--- src/rtl/fma_pkg.sv ---
// fma_pkg: shared definitions for the fma16 output stage.
//   NF/NE/NW      : fraction, exponent and result widths (half precision)
//   FLAG_*        : bit positions within the 4-bit {invalid, overflow, underflow, inexact} flags
//   fma_result_t  : 16-bit result word
//   fmaresult_state_t : occupancy state of the output buffer
//   fmaresult_entry_t : one buffered result + flags
package fma_pkg;
  localparam int NF = 10;
  localparam int NE = 5;
  localparam int NW = NE + NF + 1;

  localparam int FLAG_INVALID   = 3;
  localparam int FLAG_OVERFLOW  = 2;
  localparam int FLAG_UNDERFLOW = 1;
  localparam int FLAG_INEXACT   = 0;

  typedef logic [NW-1:0] fma_result_t;

  typedef enum logic [1:0] {EMPTY, ONE, TWO} fmaresult_state_t;

  typedef struct packed {
    fma_result_t res;
    logic [3:0]  flg;
  } fmaresult_entry_t;
endpackage

--- src/rtl/fmaresult_flags.sv ---
// fmaflags: combinational result selection and IEEE flag generation.
//   r_sign/r_exp/r_fract : rounded value from the rounding stage
//   round_overflow       : overflow from the rounding stage
//   round_flags          : {sign, overflow, L, G, sticky}; only G and sticky used here
//   special_*            : special-case override (NaN/Inf/zero) and its invalid flag
//   result_o / flags_o   : assembled word and {invalid, overflow, underflow, inexact}
module fmaflags
  import fma_pkg::*;
(
  input  logic             r_sign,
  input  logic [NE-1:0]    r_exp,
  input  logic [NF-1:0]    r_fract,
  input  logic             round_overflow,
  input  logic [4:0]       round_flags,
  input  logic             special_valid,
  input  logic [NW-1:0]    special_result,
  input  logic             special_invalid,
  output fma_result_t      result_o,
  output logic [3:0]       flags_o
);
  logic inexact;
  logic unused_rflags;

  // sign, overflow copy and L are not needed for flag generation
  assign unused_rflags = ^round_flags[4:2];
  assign inexact       = round_overflow | round_flags[1] | round_flags[0];

  always_comb begin
    result_o = {r_sign, r_exp, r_fract};
    flags_o  = '0;
    if (special_valid) begin
      result_o               = special_result;
      flags_o[FLAG_INVALID]  = special_invalid;
    end else begin
      flags_o[FLAG_OVERFLOW]  = round_overflow;
      flags_o[FLAG_INEXACT]   = inexact;
      // tiny: exponent field zero after rounding and not an overflow
      flags_o[FLAG_UNDERFLOW] = inexact & (r_exp == '0) & ~round_overflow;
    end
  end
endmodule

--- src/rtl/fmaresult.sv ---
// fmaresult: output stage of the fma16 datapath. Buffers the assembled result
// and flags behind a valid/ready handshake and keeps sticky accumulated flags.
//   clk, reset        : clock, async active-high reset
//   in_valid/in_ready : upstream handshake
//   r_*, round_*      : rounded value and rounding status
//   special_*         : special-case override
//   out_valid/out_ready, result, flags : downstream handshake and payload
//   acc_flags, acc_clear : sticky OR of emitted flags, synchronous clear
// Configuration macro: FMARESULT_SKID_EN selects a two-entry skid buffer with a
// registered in_ready; otherwise a single register with combinational in_ready.
module fmaresult
  import fma_pkg::*;
(
  input  logic          clk,
  input  logic          reset,
  input  logic          in_valid,
  output logic          in_ready,
  input  logic          r_sign,
  input  logic [NE-1:0] r_exp,
  input  logic [NF-1:0] r_fract,
  input  logic          round_overflow,
  input  logic [4:0]    round_flags,
  input  logic          special_valid,
  input  logic [NW-1:0] special_result,
  input  logic          special_invalid,
  output logic          out_valid,
  input  logic          out_ready,
  output logic [NW-1:0] result,
  output logic [3:0]    flags,
  output logic [3:0]    acc_flags,
  input  logic          acc_clear
);
  fmaresult_entry_t  new_ent, main_q;
  fmaresult_state_t  state_q;
  logic [3:0]        acc_q, acc_d;
  logic              push, pop;

  fmaflags u_flags (
    .r_sign         (r_sign),
    .r_exp          (r_exp),
    .r_fract        (r_fract),
    .round_overflow (round_overflow),
    .round_flags    (round_flags),
    .special_valid  (special_valid),
    .special_result (special_result),
    .special_invalid(special_invalid),
    .result_o       (new_ent.res),
    .flags_o        (new_ent.flg)
  );

  assign out_valid = (state_q != EMPTY);
  assign push      = in_valid & in_ready;
  assign pop       = out_valid & out_ready;
  assign result    = main_q.res;
  assign flags     = main_q.flg;

`ifdef FMARESULT_SKID_EN
  fmaresult_entry_t skid_q;
  logic             in_ready_q;

  assign in_ready = in_ready_q;

  // in_ready_q is computed alongside the state so it never depends on out_ready
  // combinationally; the skid entry absorbs the one extra op this allows.
  always_ff @(posedge clk or posedge reset) begin
    if (reset) begin
      state_q    <= EMPTY;
      main_q     <= '0;
      skid_q     <= '0;
      in_ready_q <= 1'b1;
    end else begin
      case (state_q)
        EMPTY: if (push) begin
          main_q  <= new_ent;
          state_q <= ONE;
        end
        ONE: begin
          if (push && !pop) begin
            skid_q     <= new_ent;
            state_q    <= TWO;
            in_ready_q <= 1'b0;
          end else if (pop && !push) begin
            state_q <= EMPTY;
          end else if (push && pop) begin
            main_q <= new_ent;
          end
        end
        TWO: if (pop) begin
          main_q     <= skid_q;
          state_q    <= ONE;
          in_ready_q <= 1'b1;
        end
        default: begin
          state_q    <= EMPTY;
          in_ready_q <= 1'b1;
        end
      endcase
    end
  end
`else
  assign in_ready = ~out_valid | out_ready;

  always_ff @(posedge clk or posedge reset) begin
    if (reset) begin
      state_q <= EMPTY;
      main_q  <= '0;
    end else begin
      if (push) begin
        main_q  <= new_ent;
        state_q <= ONE;
      end else if (pop) begin
        state_q <= EMPTY;
      end
    end
  end
`endif

  // a clear coinciding with an output transfer still keeps that output's flags
  always_comb begin
    acc_d = acc_q;
    if (pop)            acc_d = (acc_clear ? 4'b0000 : acc_q) | main_q.flg;
    else if (acc_clear) acc_d = 4'b0000;
  end

  always_ff @(posedge clk or posedge reset) begin
    if (reset) acc_q <= '0;
    else       acc_q <= acc_d;
  end

  assign acc_flags = acc_q;
endmodule

--- config.mk ---
export PLATFORM = sky130hd
export DESIGN_NAME = fmaresult
export DESIGN_NICKNAME = d
export VERILOG_FILES = /design/src/rtl/fma_pkg.sv /design/src/rtl/fmaresult_flags.sv /design/src/rtl/fmaresult.sv
export SDC_FILE = /design/constraint.sdc
export NUM_CORES = 1
export LEC_CHECK = 0
export CORE_MARGIN = 5
export CORE_UTILIZATION = 36
export CTS_BUF_LIST = sky130_fd_sc_hd__clkbuf_16
export CTS_CLUSTER_SIZE = 16
export DETAILED_ROUTE_END_ITERATION = 6
export GPL_TIMING_DRIVEN = 1
export PLACE_DENSITY_LB_ADDON = 0.15
export SETUP_SLACK_MARGIN = 0.4
export SKIP_LAST_GASP = 1
export SYNTH_ARGS = -nofsm -noshare
export SYNTH_HDL_FRONTEND = slang
export SYNTH_SLANG_ARGS = --single-unit
--- constraint.sdc ---
create_clock -name clk -period 1.5 [get_ports clk]
set_input_delay 0.3 -clock clk [delete_from_list [all_inputs] [get_ports clk]]
set_output_delay 0.3 -clock clk [all_outputs]
set_load 0.05 [all_outputs]
==> summary.md <==
| Metric | Value |
|---|---|
| Status | finished, final reports clean |
| Worst slew margin | between 70 and 80% |
| Final setup margin | between 0.1 and 0.15 ns |
| Clock tree sinks | 25 |
| Most used cell, CP | buf_6 |
| CTS tree | yes |
| Max cap viols | 0 |
| Final net count | 270 |
| Sw power | between 0.001 and 0.0015 W |
| Worst-path clk slew | ~0.07 ns |
| Final setup fails | 0 |
| Post-Place Worst Slack | -0.0884 ns |
| Slowest cell delay on critical path | about 0.44 ns |
| CP Class | flop to flop |
| Unrepaired setup endpoints after global routing | true |
| Num CTS Buffers | 3 |
| Post-Syn Nets | 154 |
| ANT nets after route | 0 |
| Die span in y | 66.9 um |
| Number of global-route vias before repair | between 1,500 and 2,000 |
| P&R area growth vs syn | 146% |
| Clk Latency, worst-skew pair | 0.27 ns |
| Dpl hpwl | 2770 um |
| Maximum clock rate | ~0.74 GHz |
| Max-slew violations | 0 |
| Synthesized cell area | 0.00117 sq mm |
| # H-tree levels | 1 |
| Wirelength per Cell | approximately 26 um |
| Commonest non-fill, non-tap cell in the layout | clkdlybuf4s50_1 |
| Share of layout cells above drive strength 1 | around half |
| Initial drt markers | between 100 and 150 |
| Area after DPL | 0.00219 sq mm |
| Syn. warnings | 0 |
| Most frequent cells in the layout | clkdlybuf4s50_1, buf_4, buf_12, dfrtp_1, a21oi_2 |
| Fill cells | 92 |
| Final WL | 7040 um |
| Die area | 0.00448 sq mm |
| Period minus WS final | approximately 1.4 ns |
| Port bufs | between 60 and 70 |
| Antenna diodes | 0 |
| Final Util | approximately 93% |
| Initial antenna violation count | 0 |
| Largest buffer count on any clock path | 2 |
| Sequential share of power | a little under a third |
| Hold Path Class | primary input to asynchronous set/reset pin |
| GRT Total Usage | 25.9% |
| Distinct cells, synth | 20 |
| Worst setup SP type | flop |
| Actual slew at the worst max-slew pin | approximately 0.34 ns |
| Power share of the clock group | 21.7% |
| Detailed Routing Iterations Pass 1 | 4 |
| Vias/cell | approximately 5.6 |
| Die width | about 67 um |
| CP endpoint kind | flop |
| Residual DRC | 0 |
| Post-route clock period utilization | roughly 90% |
| Bufs and invs on worst path | 4 |
| Pwr dens | ~1000 mW/mm^2 |
| Root Buffer | clkbuf_16 |
| Fin area | 0.00287 sq mm |
| Starting Density | between 30% and 40% |
| Final hold violation count | 0 |
| Sw Share | a little over a third |
| Static leakage power | between 1 and 1.5 nW |
| Setup TNS | 0 ns |
| CP Cell Sequence | nand2b_4 -> buf_6 -> buf_6 -> buf_6 -> buf_16 -> nand2_1 -> o2bb2ai_2 |
| Via count | 1,503 |
| Worst Path Max Fanout | 6 |
| Worst path slowest cell | dfrtp_2 |
| Syn Area/Cell | about 11 sq um |
| Design internal power | 0.00185 W |
| GRT overflow | 0 |
| Worst VDD drop | about 0.76 mV |
| Gpl congestion | about 0.74 |
| Core Region | 0.00308 sq mm |
| Register bit total from synthesis | 25 |
| Crit path max-delay family | flip-flops |
| Clk_skew | 0.00980 ns |
| CP Data Required Time | approximately 1.6 ns |
| Boundary Pins | between 70 and 80 |
| Largest net degree at the start of global routing | 26 |
| Sequential cell area fraction in the yosys report | a little over half |
| First-pass GRT wire length | a little over 8000 um |
| Comb pwr share | 48.3% |
| Mapped Cells | 109 |
| Critical Path AT | 1.49 ns |
| Rows | 20 |
==> through the flow <==
stage / hold WS [ns] / total power, W / std cells
floorplan: 0.327 / 0.00129 / 109
CTS: 0.404 / 0.00269 / 256
global route: 0.438 / 0.00297 / 268
global placement: 0.558 / 0.00187 / 222
finish: 0.393 / 0.00291 / 268
detailed placement: 0.577 / 0.00189 / 222
==> power by group through the flow <==
stage,clock (W),combinational (W),sequential (W)
after floorplan,0,0.000170,0.00112
after global placement,0,0.00100,0.000868
after detailed placement,0,0.00101,0.000873
after CTS,0.000600,0.00123,0.000858
after global routing,0.000650,0.00144,0.000881
final,0.000630,0.00140,0.000873
==> logic make-up after synthesis <==
kind of cell	after synthesis	share of synthesized area, %
and+or+nand+nor	13	5.79
AOI/OAI and AO/OA	39	17.7
buffers and inverters	14	6.97
DFF	25	53.6
muxes	18	15.9
==> repair_timing <==
item                                   CTS  global route
resized for setup                       40            18
setup endpoints to repair               46            47
pin swaps                               15             5
hold buffers                             0             0
setup buffers                           27            12
endpoints found under the hold margin    0             0
cloned                                   3             0
==> state kept, by name, summed over array words and instances, names as in the netlist <==
signal and cells:
acc_flags 4, state_q 1, result 16, flags 4
==> worst paths after layout <==
kind                       cells past startpoint         start  slack [ns]      endpoint
max                                            7    state_q[0]        0.15      flags[1]
min                                            3         reset        0.39     result[2]
max reg2reg                                    7    state_q[0]        0.15      flags[1]
min reg2reg                                    2  acc_flags[3]        0.62  acc_flags[3]
max in group asynchronous                      3         reset        0.83    result[13]
min in group clk                               2  acc_flags[3]        0.62  acc_flags[3]
==> layout make-up <==
type	count	area [sq um]	area share, %
clock inverter	1	5.00	0.174
sequential	25	628	21.9
timing repair buffer	119	1440	50.2
multi-input combinational	70	643	22.4
clock buffer	3	75.1	2.62
inverter	6	22.5	0.785
tap	44	55.1	1.92
==> worst register-to-register path, delay by kind of cell, from the launching register on <==
family / cells / cell delay, ns
AO/OA/AOI/OAI: 1 / 0.16
flip-flops: 1 / 0.44
AND/OR/NAND/NOR: 2 / 0.20
buffers and inverters: 4 / 0.42
==> synth_stat cells <==
master,number,area (sq um)
nor4_1,1,6.26
nor3_1,1,5.00
mux2_4,1,15.0
o2bb2ai_1,2,17.5
o311ai_0,1,8.76
clkbuf_4,1,7.51
buf_4,2,15.0
nor2b_1,1,6.26
a21oi_1,32,160
and2_1,1,6.26
clkbuf_1,1,3.75
nand3_1,4,20.0
buf_2,2,10.0
nand2_1,3,11.3
mux2i_1,17,170
dfrtp_1,25,626
o21ai_0,4,20.0
inv_1,6,22.5
buf_6,2,22.5
nand2b_1,2,12.5
==> metal layers <==
layer	part of all wire, %	track usage (%)	routed length [um]
met5	0	0	0
met4	7.1	14.9	499
met3	6.4	4.89	448
met2	52	47.9	3680
met1	34	26.7	2420
Power figures use the tool's default switching activity.
